**src/rtl/uart_msg_tx_sequencer.sv**
```systemverilog
// -----------------------------------------------------------------------------
// uart_msg_tx_sequencer
//
// Streams a fixed-length message onto a byte-wide UART transmitter, one byte
// per transmit handshake, most significant byte first.  Optionally appends a
// CR LF trailer after the payload.  A single-cycle done pulse marks the end of
// the final byte's transmission.
//
// Handshake per byte:
//   SEND      wait for the transmitter to be idle, then issue one strobe
//   WAIT_ACK  wait for the transmitter to raise busy; if it never does within
//             ACK_TIMEOUT cycles the byte is assumed accepted
//   WAIT_DONE wait for busy to fall, then advance to the next byte or finish
//
// Ports:
//   clk         system clock, all logic on the rising edge
//   rst         synchronous, active-high reset
//   i_msg_data  message to send, byte 0 in the top 8 bits
//   i_msg_stb   send request, honoured only while o_msg_busy is low
//   o_msg_busy  high from the cycle after acceptance until the done cycle
//   o_msg_done  one-cycle pulse when the last byte has been transmitted
//   o_tx_data   byte for the transmitter, stable from strobe to next strobe
//   o_tx_stb    one-cycle transmit strobe
//   i_tx_busy   transmitter busy
// -----------------------------------------------------------------------------
module uart_msg_tx_sequencer #(
  parameter int unsigned NBYTES         = 10,
  parameter int unsigned APPEND_NEWLINE = 1,
  parameter int unsigned ACK_TIMEOUT    = 4
) (
  input  logic                clk,
  input  logic                rst,
  input  logic [8*NBYTES-1:0] i_msg_data,
  input  logic                i_msg_stb,
  output logic                o_msg_busy,
  output logic                o_msg_done,
  output logic [7:0]          o_tx_data,
  output logic                o_tx_stb,
  input  logic                i_tx_busy
);

  // Total bytes on the wire per message, payload plus optional CR LF.
  localparam int unsigned TOTAL = NBYTES + 2 * APPEND_NEWLINE;
  localparam int unsigned CW    = $clog2(TOTAL + 1);
  localparam int unsigned TW    = (ACK_TIMEOUT > 1) ? $clog2(ACK_TIMEOUT) : 1;
  localparam int unsigned SW    = 8 * TOTAL;

  localparam logic [CW-1:0] CNT_LAST   = CW'(TOTAL - 1);
  localparam logic [TW-1:0] TIMER_LAST = TW'(ACK_TIMEOUT - 1);

  // Trailer occupies the low 16 bits of the shift register, so it naturally
  // follows the payload as bytes are shifted out of the top.
  localparam logic [SW-1:0] NEWLINE_TAIL =
    (APPEND_NEWLINE != 0) ? SW'(16'h0D0A) : '0;

  typedef enum logic [1:0] {
    IDLE,
    SEND,
    WAIT_ACK,
    WAIT_DONE
  } state_e;

  state_e          state_q,   state_d;
  logic [CW-1:0]   cnt_q,     cnt_d;
  logic [TW-1:0]   timer_q,   timer_d;
  logic [SW-1:0]   shift_q,   shift_d;
  logic            busy_q,    busy_d;
  logic            done_q,    done_d;
  logic            stb_q,     stb_d;
  logic [7:0]      tx_data_q, tx_data_d;

  logic            byte_done;
  logic [SW-1:0]   load_val;

  // Message as it will appear on the wire: payload in the top bytes, trailer
  // (if enabled) below it.
  assign load_val = (SW'(i_msg_data) << (16 * APPEND_NEWLINE)) | NEWLINE_TAIL;

  // ---------------------------------------------------------------------------
  // Next-state and registered-output logic
  // ---------------------------------------------------------------------------
  always_comb begin
    // NOTE: every _d starts from its held value so no branch can infer a latch.
    state_d   = state_q;
    cnt_d     = cnt_q;
    timer_d   = timer_q;
    shift_d   = shift_q;
    busy_d    = busy_q;
    done_d    = 1'b0;
    stb_d     = 1'b0;
    tx_data_d = tx_data_q;
    byte_done = 1'b0;

    case (state_q)
      IDLE: begin
        // The done cycle is spent here, so a request on that cycle is taken
        // without a dead cycle between messages.
        if (i_msg_stb) begin
          shift_d = load_val;
          cnt_d   = '0;
          busy_d  = 1'b1;
          state_d = SEND;
        end
      end

      SEND: begin
        // Never strobe into a busy transmitter; only one byte in flight.
        if (!i_tx_busy) begin
          stb_d     = 1'b1;
          tx_data_d = shift_q[SW-1 -: 8];
          timer_d   = '0;
          state_d   = WAIT_ACK;
        end
      end

      WAIT_ACK: begin
        // A transmitter that never reports busy (e.g. very fast, or one that
        // swallowed the strobe) must not stall the message forever.
        if (i_tx_busy) begin
          state_d = WAIT_DONE;
        end else if (timer_q == TIMER_LAST) begin
          byte_done = 1'b1;
        end else begin
          timer_d = timer_q + 1'b1;
        end
      end

      WAIT_DONE: begin
        if (!i_tx_busy) begin
          byte_done = 1'b1;
        end
      end

      default: begin
        state_d = IDLE;
      end
    endcase

    // Shared exit for a completed byte, from either WAIT_ACK or WAIT_DONE.
    if (byte_done) begin
      if (cnt_q != CNT_LAST) begin
        cnt_d   = cnt_q + 1'b1;
        shift_d = shift_q << 8;
        state_d = SEND;
      end else begin
        busy_d  = 1'b0;
        done_d  = 1'b1;
        state_d = IDLE;
      end
    end
  end

  // ---------------------------------------------------------------------------
  // Control registers
  // ---------------------------------------------------------------------------
  always_ff @(posedge clk) begin
    if (rst) begin
      // Reset aborts a message immediately; a frame already handed to the
      // transmitter is left to finish on its own.
      state_q   <= IDLE;
      cnt_q     <= '0;
      timer_q   <= '0;
      busy_q    <= 1'b0;
      done_q    <= 1'b0;
      stb_q     <= 1'b0;
      tx_data_q <= 8'h00;
    end else begin
      // NOTE: non-blocking assignments so every flop samples pre-edge values.
      state_q   <= state_d;
      cnt_q     <= cnt_d;
      timer_q   <= timer_d;
      busy_q    <= busy_d;
      done_q    <= done_d;
      stb_q     <= stb_d;
      tx_data_q <= tx_data_d;
    end
  end

  // NOTE: the message shift register is pure datapath and is always reloaded
  // on acceptance before it is read, so it carries no reset.
  always_ff @(posedge clk) begin
    shift_q <= shift_d;
  end

  assign o_msg_busy = busy_q;
  assign o_msg_done = done_q;
  assign o_tx_stb   = stb_q;
  assign o_tx_data  = tx_data_q;

endmodule

```
**config.mk**
```make
export PLATFORM = sky130hd
export DESIGN_NAME = uart_msg_tx_sequencer
export DESIGN_NICKNAME = d
export VERILOG_FILES = /design/src/rtl/uart_msg_tx_sequencer.sv
export SDC_FILE = /design/constraint.sdc
export NUM_CORES = 1
export LEC_CHECK = 0
export BUFFER_PORTS_ARGS = -buffer_cell sky130_fd_sc_hd__buf_2
export CAP_MARGIN = 10
export CORE_AREA = 4 4 113 115
export CTS_CLUSTER_SIZE = 10
export DETAILED_ROUTE_END_ITERATION = 6
export DIE_AREA = 0 0 117 119
export SLEW_MARGIN = 20
export SYNTH_ARGS = -nofsm -noshare
export SYNTH_HDL_FRONTEND = slang
export SYNTH_SLANG_ARGS = --single-unit
```
**constraint.sdc**
```tcl
create_clock -name clk -period 1.95 [get_ports clk]
set_input_delay 0.0975 -clock clk [delete_from_list [all_inputs] [get_ports clk]]
set_output_delay 0.0975 -clock clk [all_outputs]
set_load 0.02 [all_outputs]
```
## After elaboration in Yosys (flattened, before gate mapping)

Cells that the tools add are included.

| word-level totals | value |
|---|---|
| register bits after elaboration | 115 |
| output and inout port bits | 11 |

| cells by class | value |
|---|---|
| add/sub/neg operators | 2 |
| eq/ne operators | 11 |
| multiplexer cells | 27 |
| bitwise logic cells | 3 |
| reduce and logical (&&, ||, !) cells | 8 |

Operators by type and width:

| operator | number |
|---|---|
| $mux W96 | 4 |
| $mux W4 | 4 |
| $mux W2 | 7 |
| $mux W1 | 9 |
| $ne A3 B3 Y1 const B | 3 |
| $reduce_and A4 Y1 | 2 |
| $eq A2 B2 Y1 const B | 3 |
| $ne A2 B2 Y1 const B | 3 |
| $pmux W2 S3 | 1 |
| $add A4 B1 Y4 const B | 1 |
| $ne A4 B4 Y1 const B | 1 |
| $pmux W2 S2 | 1 |
| $reduce_bool A4 Y1 | 1 |
| $reduce_or A2 Y1 | 2 |
| $not A1 Y1 | 3 |
| $add A2 B1 Y2 const B | 1 |
| $eq A2 B1 Y1 const B | 1 |
| $logic_not A2 Y1 | 1 |
| $pmux W1 S2 | 1 |
| $reduce_and A2 Y1 | 1 |
| $reduce_bool A2 Y1 | 1 |

## Depth between registers and ports, before layout

| depth | value |
|---|---|
| depth after elaboration | 6 |
| depth in mapped cells | 8 |
| depth with buffers taken out | 6 |

## Least setup slack after synthesis

OpenSTA, ideal clock, no wires.

| timing path | value |
|---|---|
| path type | register to register |
| start | reg state_q[0] |
| end | reg shift_q[55] |
| setup time | 0.125 ns |
| data arrival time | 1.438 ns |
| required time | 1.825 ns |
| path slack | 0.386 ns |
| stages on the path, launching flop included | 8 |
| period minus slack after synthesis | 1.564 ns |
| cell sequence | dfxtp_1 -> inv_1 -> ha_1 -> a21o_4 -> nand3_4 -> buf_2 -> buf_2 -> a31oi_1 |

| on the way | value |
|---|---|
| longest elaborated chain between the ends | 4 |
| elaborated cells between the ends (all ways) | 7 |
| classes of those cells | eq/ne: 2; mux: 4; reduce/logical: 1 |

RTL lines:

| element | line | source |
|---|---|---|
| from (decl) | 63 | `state_e state_q, state_d;` |
| from (signal assigned) | 169 | `state_q <= state_d;` |
| $logic_not A2 Y1 | 94 | `case (state_q)` |
| $mux W96 | 94 |  |
| $mux W96 | 141 | `if (cnt_q != CNT_LAST) begin` |
| $mux W96 (*) | 140 | `if (byte_done) begin` |
| named net shift_d[55] | 66 | `logic [SW-1:0] shift_q, shift_d;` |
| to (signal assigned) | 182 | `shift_q <= shift_d;` |
| to (decl) | 66 |  |

Mark *: on every way through the listed nets, which the timed path passes. The rest lies on a longest branch.
A chain may end at the register's enable or synchronous reset.

## Final worst setup path

| timing path | value |
|---|---|
| start | reg state_q[0] |
| end | reg shift_q[45] |

Same word-level chain as after synthesis.

==> results.toml <==
[sta]
worstMarginPinSlew_ps = 533.7
post-route-min-period_ps = 1774
maxSlewViolCount = 0
finalSetupViolCount = 0
hold_viol_final = 0
fin_worst_skew_ps = 7.166
slew_headroom_pct = 64.35
fmax_mhz = 563.6
finalCritPeriodShare_pct = 90.98
rsz0062_at_grt = "no"
fin_ws_ps = 175.8
fin_tns_setup_ps = 0

[final_layout]
diodes = 0
layout.nets = 832
syn_to_final_growth_pct = 44.15
layoutNonFillerInstCount = 901
drive_gt1_share_pct = 19.10
design_area_mm2 = 0.006626

[floorplanning]
die_x_um = 117
core_area_mm2 = 0.01181
die_h_um = 119
fp.dieArea_mm2 = 0.01392
initial_core_util_pct = 38.92
ios = 95
fp-row-count = 40

[yosys]
synth_seq_cells = 115
synth_nets = 672
synth_top_family_by_area = "simple AND/OR/NAND/NOR gates"
synthCells = 581
ys_async_sr_fraction_pct = 0
yosysTopAreaCellShare_pct = 50.08
synthSimpleGateAreaFrac_pct = 25.88
seq_area_frac_synth_pct = 50.08
yosysTopAreaCell = "dfxtp_1"
yosys_warnings = 0
synth_adder_area_share_pct = 1.905
muxShareOfSynthArea_pct = 1.007
synth_area_mm2 = 0.004597
synth.most_common_cell = "nand2_1"
synth_cell_types = 34
ys.flop_type = "dfxtp_1"
syn_area_per_cell_um2 = 7.912
synth_edf_count = 0
synth-xor-area-share_pct = 0
netlist_top_cells_count = "nand2_1 (181), dfxtp_1 (115), nor2_1 (92)"
synthTopCellsByArea = "dfxtp_1 (50%), nand2_1 (15%), a31oi_1 (11%)"
synth-compound-area-share_pct = 15.87

[hold_path]
holdPathStages = 2
min_to = "cnt_q[0]"
hp-start = "rst"
hold_path_class = "in2reg"

[global_routing]
grt_pass1_vias = 4440
grtUsageMet1_pct = 20.67
grt_pass1_wl_um = 19590
antenna_found_initial = 0
gr-usage-met3_pct = 4.573
top_usage_layer = "met2"
use_met2_pct = 29.41
grt_max_degree = 57
track_usage_pct = 17.51
overflow = 0

[placement]
portBuffers = 94
hpwl_um = 7379
place_area_mm2 = 0.005175
gp_congestion = 0.7686
placed_cells = 789
pre_cts_ws_ps = 212.4

[pwr]
irDropWorstVdd_v = 0.0006744
p_leak_nw = 3.026
p_per_area_mw_per_mm2 = 1438

[clock_tree]
root_buffer = "clkbuf_16"
cts_buffer_depth = 2
cts_setup_buffers = 0
clk_latency_ps = 410
clkTransAtPathRegs_ps = 50
cts_made_buffers = 17
htreeDepth = 4
cts.sinks = 115
cts_tree = "done"

[worst_setup_path]
rr_endpoint = "shift_q[45]"
ff2ff_path_depth = 7
r2r_slack_ps = 180
r2r-start = "state_q[0]"
end_kind = "register"
startpoint_type = "register"
required_ps = 2270
arrival_ps = 2100
crit_type = "reg2reg"
cp_max_fo = 46

[job]
maxCapViolations = 0

[detailed_routing]
wire_per_inst_um = 13.15
viasPerCell = 4.911
drc = 0
vias = 4425
initialDrtViolationCount = 297
drtPass1Iterations = 4
antenna_left = 0
wirelength_um = 11850

[outcome]
status = "finished clean"
[stage by stage]
stage               power (mW)  hold slack [ps]  utilization [%]
floorplan                5.414            250.3                -
global placement         6.005            359.2            43.81
detailed placement       6.067            361.1            43.81
CTS                      9.610            63.82            56.10
global route             10.12            105.3            56.10
finish                   9.527            83.47            56.10
[power breakdown]
group	total, mW	switching, mW	internal [mW]
Clock	3.38	1.02	2.35
Combinational	2.35	1.28	1.07
Sequential	3.80	0.503	3.30
[critical path, stage by stage, from the launching register on]
cell and delay, ps:
dfxtp_1 400, inv_1 90, ha_1 270, a21o_4 250
nand3_4 190, buf_12 240, nor2_1 70, a31oi_1 160
[state kept, by name, summed over array words and instances (netlist names)]
| signal | count |
|---|---|
| o_tx_stb | 1 |
| shift_q | 96 |
| o_tx_data | 8 |
| cnt_q | 4 |
| timer_q | 2 |
| o_msg_busy | 1 |
| state_q | 2 |
| o_msg_done | 1 |
[worst max-delay path by stage]
stage,start,end,slack (ps),depth (start not counted)
2_1_floorplan,state_q[0],shift_q[55],390,7
3_3_place_gp,state_q[0],shift_q[91],270,7
3_5_place_dp,state_q[0],shift_q[90],210,7
4_1_cts,state_q[0],shift_q[45],170,7
5_1_grt,state_q[0],shift_q[90],10,7
6_report,state_q[0],shift_q[45],180,7
[repair_timing]
action	in CTS	in global routing
gates resized for setup	0	0
hold buffers	80	0
hold endpoints to repair	80	0
endpoints found under the setup margin	0	0
[layer usage]
| metal | part of all wire [%] | vias to the layer above | wire length, µm |
|---|---|---|---|
| li1 | - | 2281 | - |
| met1 | 44 | 2017 | 5256 |
| met2 | 50 | 102 | 5867 |
| met3 | 4.2 | 25 | 501 |
| met4 | 1.9 | 0 | 226 |
| met5 | 0 | - | 0 |
[cell usage in the layout, fill, tap and decap left out, types with 7 or more instances in the layout]
cell type      instances
a21oi_1               13
a31oi_1               82
buf_2                 94
clkbuf_16             17
dfxtp_1              115
dlygate4sd3_1         80
ha_1                   7
nand2_1              180
nor2_1                92
[cell families (layout without fill, tap and decap cells)]
family          count (synthesis)  after routing
compound gates                112            112
fa+ha+maj                       7              7
buf+inv                        46            219
flops                         115            115
mux                             4              4
simple gates                  297            297
[layout make-up]
class / count / area [µm²]
Fill cell: 1057 / 5185
Multi-Input combinational cell: 420 / 2057
Timing Repair Buffer: 184 / 1421
Tap cell: 147 / 183.9
Clock buffer: 21 / 470.5
Sequential cell: 115 / 2302
Clock inverter: 11 / 180.2
Inverter: 3 / 11.26
Note: power is estimated with default switching activity, not from simulation.
